## src/rtl/mem_bus_pkg.sv

```systemverilog
// Shared constants and state encoding for the memory bus arbiter.
package mem_bus_pkg;

    localparam int unsigned NUM_REQ = 3;
    localparam int unsigned ID_W    = $clog2(NUM_REQ);

    // Requester slots on the shared interconnect
    localparam int unsigned REQ_ICACHE = 0;
    localparam int unsigned REQ_DCACHE = 1;
    localparam int unsigned REQ_IO     = 2;

    typedef enum logic [1:0] {
        IDLE    = 2'd0,
        OWNED   = 2'd1,
        RELEASE = 2'd2
    } arb_state_e;

endpackage

```

## src/rtl/mem_bus_arbiter_if.sv

```systemverilog
// Requester/memory side signals of the shared memory bus.
// master: requesters plus memory return path; slave: the arbiter.
interface mem_bus_arbiter_if #(
    parameter int unsigned NUM_REQ = 3,
    parameter int unsigned ADDR_W  = 32
);
    localparam int unsigned ID_W = (NUM_REQ > 1) ? $clog2(NUM_REQ) : 1;

    logic [NUM_REQ-1:0]        req;
    logic [NUM_REQ-1:0]        done;
    logic [NUM_REQ*ADDR_W-1:0] req_addr;
    logic [NUM_REQ-1:0]        req_rd_wr;
    logic [NUM_REQ-1:0]        req_en;
    logic [NUM_REQ-1:0]        grant;
    logic [NUM_REQ-1:0]        rsp_valid;
    logic [ADDR_W-1:0]         bus_addr;
    logic                      bus_rd_wr;
    logic                      bus_en;
    logic                      bus_data_valid;
    logic                      bus_busy;
    logic [ID_W-1:0]           owner_id;
    logic                      timeout_err;

    modport master (
        output req, done, req_addr, req_rd_wr, req_en, bus_data_valid,
        input  grant, rsp_valid, bus_addr, bus_rd_wr, bus_en, bus_busy, owner_id, timeout_err
    );

    modport slave (
        input  req, done, req_addr, req_rd_wr, req_en, bus_data_valid,
        output grant, rsp_valid, bus_addr, bus_rd_wr, bus_en, bus_busy, owner_id, timeout_err
    );

endinterface

```

## src/rtl/rr_pick.sv

```systemverilog
// Combinational round-robin picker: first set request at or above rr_ptr, with wrap.
module rr_pick #(
    parameter int unsigned NUM_REQ = 3,
    parameter int unsigned ID_W    = 2
) (
    input  logic [NUM_REQ-1:0] req,
    input  logic [ID_W-1:0]    rr_ptr,
    output logic [NUM_REQ-1:0] gnt_onehot,
    output logic [ID_W-1:0]    gnt_id,
    output logic               any
);

    int unsigned idx;

    // Scan NUM_REQ slots starting at rr_ptr; the first hit wins
    always_comb begin
        gnt_onehot = '0;
        gnt_id     = '0;
        any        = 1'b0;
        idx        = 0;
        for (int unsigned k = 0; k < NUM_REQ; k++) begin
            idx = 32'(rr_ptr) + k;
            if (idx >= NUM_REQ) begin
                idx = idx - NUM_REQ;
            end
            if (!any && req[idx[ID_W-1:0]]) begin
                any                        = 1'b1;
                gnt_id                     = idx[ID_W-1:0];
                gnt_onehot[idx[ID_W-1:0]] = 1'b1;
            end
        end
    end

endmodule

```

## src/rtl/mem_bus_arbiter.sv

```systemverilog
// Round-robin owner of the shared memory interconnect. One requester holds the bus
// for a whole line transfer; its command is muxed out and return beats go to it only.
// A hold watchdog forces a hung owner off the bus.
module mem_bus_arbiter #(
    parameter int unsigned NUM_REQ  = mem_bus_pkg::NUM_REQ,
    parameter int unsigned ADDR_W   = 32,
    parameter int unsigned MAX_HOLD = 64
) (
    input logic              clk,
    input logic              reset,
    mem_bus_arbiter_if.slave bus
);
    import mem_bus_pkg::*;

    localparam int unsigned ID_W      = (NUM_REQ > 1) ? $clog2(NUM_REQ) : 1;
    localparam int unsigned CNT_RAW   = $clog2(MAX_HOLD + 1);
    localparam int unsigned CNT_W     = (CNT_RAW > 0) ? CNT_RAW : 1;
    localparam int unsigned HOLD_LAST = (MAX_HOLD == 0) ? 0 : MAX_HOLD - 1;

    arb_state_e         state_q, state_d;
    logic [NUM_REQ-1:0] grant_q, grant_d;
    logic [ID_W-1:0]    owner_q, owner_d;
    logic [ID_W-1:0]    rr_ptr_q, rr_ptr_d;
    logic [CNT_W-1:0]   hold_q, hold_d;
    logic               timeout_q, timeout_d;
    logic [ADDR_W-1:0]  addr_q, addr_d;
    logic               rd_wr_q, rd_wr_d;

    logic [NUM_REQ-1:0] pick_onehot;
    logic [ID_W-1:0]    pick_id;
    logic               pick_any;

    logic [ADDR_W-1:0]  own_addr;
    logic               own_rd_wr;
    logic               own_en;
    logic               own_req;
    logic               own_done;
    logic               wd_hit;
    logic [ID_W-1:0]    next_ptr;

    rr_pick #(
        .NUM_REQ(NUM_REQ),
        .ID_W   (ID_W)
    ) u_rr_pick (
        .req       (bus.req),
        .rr_ptr    (rr_ptr_q),
        .gnt_onehot(pick_onehot),
        .gnt_id    (pick_id),
        .any       (pick_any)
    );

    // Select the current owner's command and handshake lines
    always_comb begin
        own_addr  = '0;
        own_rd_wr = 1'b0;
        own_en    = 1'b0;
        own_req   = 1'b0;
        own_done  = 1'b0;
        for (int unsigned i = 0; i < NUM_REQ; i++) begin
            if (owner_q == ID_W'(i)) begin
                own_addr  = bus.req_addr[i*ADDR_W +: ADDR_W];
                own_rd_wr = bus.req_rd_wr[i];
                own_en    = bus.req_en[i];
                own_req   = bus.req[i];
                own_done  = bus.done[i];
            end
        end
    end

    assign wd_hit   = (MAX_HOLD != 0) && (hold_q == CNT_W'(HOLD_LAST));
    // Owner drops to lowest priority for the next arbitration
    assign next_ptr = (owner_q == ID_W'(NUM_REQ - 1)) ? '0 : owner_q + ID_W'(1);

    // Next-state logic: arbitration, hold watchdog and release bookkeeping
    always_comb begin
        state_d   = state_q;
        grant_d   = grant_q;
        owner_d   = owner_q;
        rr_ptr_d  = rr_ptr_q;
        hold_d    = hold_q;
        timeout_d = 1'b0;
        addr_d    = addr_q;
        rd_wr_d   = rd_wr_q;
        unique case (state_q)
            IDLE, RELEASE: begin
                grant_d = '0;
                hold_d  = '0;
                if (pick_any) begin
                    grant_d = pick_onehot;
                    owner_d = pick_id;
                    state_d = OWNED;
                end else begin
                    state_d = IDLE;
                end
            end
            OWNED: begin
                addr_d  = own_addr;
                rd_wr_d = own_rd_wr;
                hold_d  = hold_q + CNT_W'(1);
                // done and abandon take precedence over the watchdog
                if (own_done || !own_req || wd_hit) begin
                    timeout_d = !own_done && own_req;
                    state_d   = RELEASE;
                    grant_d   = '0;
                    hold_d    = '0;
                    rr_ptr_d  = next_ptr;
                end
            end
            default: begin
                state_d = IDLE;
                grant_d = '0;
            end
        endcase
    end

    // State and bookkeeping registers
    always_ff @(posedge clk or posedge reset) begin
        if (reset) begin
            state_q   <= IDLE;
            grant_q   <= '0;
            owner_q   <= '0;
            rr_ptr_q  <= '0;
            hold_q    <= '0;
            timeout_q <= 1'b0;
            addr_q    <= '0;
            rd_wr_q   <= 1'b0;
        end else begin
            state_q   <= state_d;
            grant_q   <= grant_d;
            owner_q   <= owner_d;
            rr_ptr_q  <= rr_ptr_d;
            hold_q    <= hold_d;
            timeout_q <= timeout_d;
            addr_q    <= addr_d;
            rd_wr_q   <= rd_wr_d;
        end
    end

    assign bus.grant       = grant_q;
    assign bus.rsp_valid   = grant_q & {NUM_REQ{bus.bus_data_valid}};
    assign bus.bus_addr    = (state_q == OWNED) ? own_addr : addr_q;
    assign bus.bus_rd_wr   = (state_q == OWNED) ? own_rd_wr : rd_wr_q;
    assign bus.bus_en      = (state_q == OWNED) && own_en;
    assign bus.bus_busy    = (state_q == OWNED);
    assign bus.owner_id    = owner_q;
    assign bus.timeout_err = timeout_q;

endmodule
```

## src/flat_wrapper.sv

```systemverilog
// flat-port wrapper written by rule: the top's interface ports become plain ports
module mem_bus_arbiter_flat import mem_bus_pkg::*;
#(
    parameter int unsigned NUM_REQ  = mem_bus_pkg::NUM_REQ,
    parameter int unsigned ADDR_W   = 32,
    parameter int unsigned MAX_HOLD = 64
)
  (clk, reset, bus_req, bus_done, bus_req_addr, bus_req_rd_wr, bus_req_en, bus_bus_data_valid, bus_grant, bus_rsp_valid, bus_bus_addr, bus_bus_rd_wr, bus_bus_en, bus_bus_busy, bus_owner_id, bus_timeout_err);
  mem_bus_arbiter_if #(.NUM_REQ(NUM_REQ), .ADDR_W(ADDR_W)) bus_i ();
  input logic clk;
  input logic reset;
  input wire logic [$bits(bus_i.req)-1:0] bus_req;
  input wire logic [$bits(bus_i.done)-1:0] bus_done;
  input wire logic [$bits(bus_i.req_addr)-1:0] bus_req_addr;
  input wire logic [$bits(bus_i.req_rd_wr)-1:0] bus_req_rd_wr;
  input wire logic [$bits(bus_i.req_en)-1:0] bus_req_en;
  input wire logic [$bits(bus_i.bus_data_valid)-1:0] bus_bus_data_valid;
  output wire logic [$bits(bus_i.grant)-1:0] bus_grant;
  output wire logic [$bits(bus_i.rsp_valid)-1:0] bus_rsp_valid;
  output wire logic [$bits(bus_i.bus_addr)-1:0] bus_bus_addr;
  output wire logic [$bits(bus_i.bus_rd_wr)-1:0] bus_bus_rd_wr;
  output wire logic [$bits(bus_i.bus_en)-1:0] bus_bus_en;
  output wire logic [$bits(bus_i.bus_busy)-1:0] bus_bus_busy;
  output wire logic [$bits(bus_i.owner_id)-1:0] bus_owner_id;
  output wire logic [$bits(bus_i.timeout_err)-1:0] bus_timeout_err;
  assign bus_i.req = bus_req;
  assign bus_i.done = bus_done;
  assign bus_i.req_addr = bus_req_addr;
  assign bus_i.req_rd_wr = bus_req_rd_wr;
  assign bus_i.req_en = bus_req_en;
  assign bus_i.bus_data_valid = bus_bus_data_valid;
  assign bus_grant = bus_i.grant;
  assign bus_rsp_valid = bus_i.rsp_valid;
  assign bus_bus_addr = bus_i.bus_addr;
  assign bus_bus_rd_wr = bus_i.bus_rd_wr;
  assign bus_bus_en = bus_i.bus_en;
  assign bus_bus_busy = bus_i.bus_busy;
  assign bus_owner_id = bus_i.owner_id;
  assign bus_timeout_err = bus_i.timeout_err;
  mem_bus_arbiter #(.NUM_REQ(NUM_REQ), .ADDR_W(ADDR_W), .MAX_HOLD(MAX_HOLD)) u_core (.clk(clk), .reset(reset), .bus(bus_i));
endmodule
```

## config.mk

```make
export PLATFORM = sky130hd
export DESIGN_NAME = mem_bus_arbiter_flat
export DESIGN_NICKNAME = d
export VERILOG_FILES = /design/src/rtl/mem_bus_pkg.sv /design/src/rtl/mem_bus_arbiter_if.sv /design/src/rtl/rr_pick.sv /design/src/rtl/mem_bus_arbiter.sv /design/src/flat_wrapper.sv
export SDC_FILE = /design/constraint.sdc
export NUM_CORES = 1
export LEC_CHECK = 0
export CORE_MARGIN = 5
export CORE_UTILIZATION = 43
export DETAILED_ROUTE_END_ITERATION = 7
export HOLD_SLACK_MARGIN = 0.02
export PLACE_DENSITY = 0.86
export SLEW_MARGIN = 15
export SYNTH_ARGS = -nofsm -noshare
export SYNTH_HDL_FRONTEND = slang
export SYNTH_HIERARCHICAL = 1
export SYNTH_SLANG_ARGS = --single-unit
export TNS_END_PERCENT = 100
```

## constraint.sdc

```tcl
create_clock -name clk -period 6 [get_ports clk]
set_input_delay 0.6 -clock clk [delete_from_list [all_inputs] [get_ports clk]]
set_output_delay 0.6 -clock clk [all_outputs]
set_load 0.02 [all_outputs]
```

==> impl_metrics.csv <==
group,metric,value,unit
route,wirelength,9.18,mm
route,viasPerCell,5.17,
outcome,status,"complete, no violations",
synthesis,syn_area,2990,um^2
pwr,p_per_area,489,nW/um^2
sta,tightest_slew,0.889,ns
final_layout,final_common_cell,"clkdlybuf4s50_1",
run,drv_cap,0,
worst_setup_path,critPathArrivalTime,2.77,ns
synthesis,async_reset_ff_share,100,%
worst_hold_path,min_to,"u_core/addr_q[11]",
worst_hold_path,worstHoldPathCells,2,
final_layout,drive_above_1_share,6.34,%
pwr,p_leak,0.00199,uW
worst_setup_path,crit_type,"reg -> out",
worst_hold_path,hold_path_class,"reg -> reg",
route,num_vias,2943,
pwr,combPwrFrac,65.4,%
synthesis,synth_nets,445,
synthesis,yosysWarnings,6,
pwr,ir_drop,0.280,mV
synthesis,yosys.area_share.xor_xnor,0.586,%
grt,grt_pass1_wl,14.7,mm
floorplan,ioPinCount,155,
pwr,clockPowerShare,10.5,%
grt,grt_pass1_vias,3130,
grt,grt_max_degree,70,
synthesis,synthCells,329,
worst_setup_path,crit_slowest_cell,"clkdlybuf4s50_1",
final_layout,area_growth,56.8,%
pwr,power.internal,1270,uW
final_layout,final_net_count,588,
sta,slew_headroom,40.8,%
synthesis,synth_cell_type_count,42,
grt,grt-ovfl-total,0,
floorplan,start_util,44.0,%
sta,setup_viol,0,
cts,cts_inserted_buffers,5,
sta,clock.fmax,297,MHz
sta,drv_slew,0,
synthesis,yosysTopAreaCell,"dfrtp_1",
synthesis,synth_top_family_by_area,"compound AO/OA/AOI/OAI gates",
synthesis,synth_top_area_share,41.9,%
synthesis,synth-compound-area-share,18.2,%
worst_setup_path,required,5.40,ns
synthesis,synth_edf_count,0,
synthesis,synth-main-ff-cell,"dfrtp_1",
final_layout,layout_common_cells,"clkdlybuf4s50_1, dfrtp_1, a21oi_1",
placed_design,gp_congestion,0.872,
synthesis,synth_area_leaders,"dfrtp_1, mux2i_1, a21oi_1",
worst_hold_path,min-delay-start,"u_core/addr_q[11]",
worst_setup_path,rrSetupSlack,3.59,ns
floorplan,die-area,8720,um^2
worst_setup_path,crit-reg2reg-launch,"u_core/rr_ptr_q[1]",
floorplan,core-area,6790,um^2
sta,tns,0,ns
cts,cts.sinks,50,
route,ant_nets,0,
worst_setup_path,max_stage_delay,0.69,ns
worst_setup_path,reg2reg_to,"u_core/bus.owner_id[1]",
synthesis,yosysSeqAreaShare,41.9,%
pwr,share_seq_of_total_power,24.1,%
synthesis,synthMuxAreaShare,14.9,%
final_layout,fillers,573,
placed_design,hpwl,7.01,mm
route,wire_per_inst,16.1,um
worst_setup_path,worstPathCellList,"nor2b_2, buf_4, a21oi_1, o21ai_0, clkdlybuf4s50_1",
pwr,switching_power,1020,uW
sta,layout_min_cycle_time,3.37,ns
worst_setup_path,path_buf_inv,2,
final_layout,utilization,69.0,%
worst_setup_path,path_delay_family,"buffers and inverters",
cts,ctsLongestPathBuffers,2,
floorplan,die_y,93.4,um
cts,cts_tree,"built",
floorplan,die_w,93.4,um
cts,ctsResizeCount,0,
cts,path_clk_slew,0.10,ns
route,dr.pass1.iters,4,
cts,postCtsSetupRepairBufs,0,
synthesis,syn-mean-instance-area,9.09,um^2
route,drc_errors,0,
placed_design,io_buffer_count,154,
worst_setup_path,cp-start-kind,"flop",
grt,antenna_found_initial,0,
floorplan,rows,30,
worst_setup_path,r2r_cells,7,
sta,fin_skew,0.0102,ns
grt,grtUsageTotal,21.0,%
route,drt-initial-drc-count,103,
pwr,swShare,44.5,%
cts,clock-root-buffer,"clkbuf_8",
cts,ctsHoldBuffers,0,
cts,htreeDepth,2,
worst_setup_path,crit_fanout,29,
cts,insertion_delay,0.30,ns
final_layout,antennaDiodeCount,0,
synthesis,synthAdderAreaFrac,2.09,%
worst_setup_path,worstSetupEndpointType,"output pin",
sta,fin_crit_sh,56.1,%
sta,rsz0062_at_grt,"no",
synthesis,ys_ff_latch,50,
synthesis,synth_simple_gate_area_share,18.1,%
sta,final_hold_viol_count,0,
-- tightest hold or removal path, cell delays in order, from the launching register on --
cell,delay [ns]
dfrtp_1,0.33
nand2_1,0.04
o21ai_0,0.08
-- worst max-delay path by stage --
stage	startpoint	to	slack (ns)	cells past startpoint
after floorplan	u_core/bus.owner_id[1]	bus_bus_addr[10]	3.68	5
after global placement	u_core/bus.owner_id[0]	bus_bus_addr[23]	3.02	5
after detailed placement	u_core/bus.owner_id[0]	bus_bus_addr[24]	2.98	5
after CTS	u_core/bus.owner_id[0]	bus_bus_addr[24]	2.60	5
after global routing	u_core/bus.owner_id[0]	bus_bus_addr[13]	2.46	6
final	u_core/bus.owner_id[0]	bus_bus_addr[28]	2.63	5
-- layout make-up --
cell class / instances / area [um^2] / area share (%)
flip-flops and latches: 50 / 1250 / 26.7
well taps: 96 / 120 / 2.56
repair buffers: 157 / 1560 / 33.4
multi-input cells: 252 / 1620 / 34.6
clock inverters: 1 / 30.0 / 0.641
inverters: 6 / 23.8 / 0.507
clock buffers: 7 / 76.3 / 1.63
-- power groups by stage --
stage / Combinational (uW) / Clock [uW] / Sequential (uW)
after floorplan: 923 / 0 / 540
after global placement: 1460 / 0 / 552
after detailed placement: 1500 / 0 / 562
after CTS: 1510 / 247 / 553
after global routing: 1620 / 261 / 568
final: 1500 / 240 / 552
-- metrics by stage --
step	std cells	area (um^2)	setup WS [ns]	hold slack (ns)	power (uW)
after global routing	569	4690	2.46	0.519	2450
final	569	4690	2.63	0.499	2290
after detailed placement	561	4580	2.98	0.478	2060
after floorplan	329	2990	3.68	0.488	1460
after CTS	569	4680	2.60	0.504	2310
after global placement	561	4580	3.02	0.472	2020
-- kinds of logic after synthesis --
kind of cell,after synthesis
and+or+nand+nor,107
DFF,50
xor gates and xnor gates,2
adders and majority gates,5
AOI/OAI and AO/OA,96
buffers and inverters,27
muxes,42
-- per-layer routing --
| layer | track usage (%) | wire, um |
|---|---|---|
| met5 | 0 | 0 |
| met4 | 3.66 | 40 |
| met3 | 8.61 | 995 |
| met2 | 38.1 | 4650 |
| met1 | 23.1 | 3500 |
-- synth_stat cells, types with 3 or more instances --
library cell  count
buf_1             3
a21oi_1          41
nor2_1           39
nand3b_1          3
nand2_1          39
mux2i_1          36
dfrtp_1          50
ha_1              5
o21ai_0          39
and2_1            4
clkbuf_1         11
nor2b_1           4
inv_1             6
mux2_2            3
buf_4             4
a22o_1            6
-- registers in the layout, summed over array words and instances (netlist names) --
| signal | flops |
|---|---|
| u_core/bus.timeout_err | 1 |
| u_core/state_q | 2 |
| u_core/bus.owner_id | 2 |
| u_core/bus.grant | 3 |
| u_core/hold_q | 7 |
| u_core/addr_q | 32 |
| u_core/rr_ptr_q | 2 |
| u_core/rd_wr_q | 1 |
(Power assumes the default switching activity.)
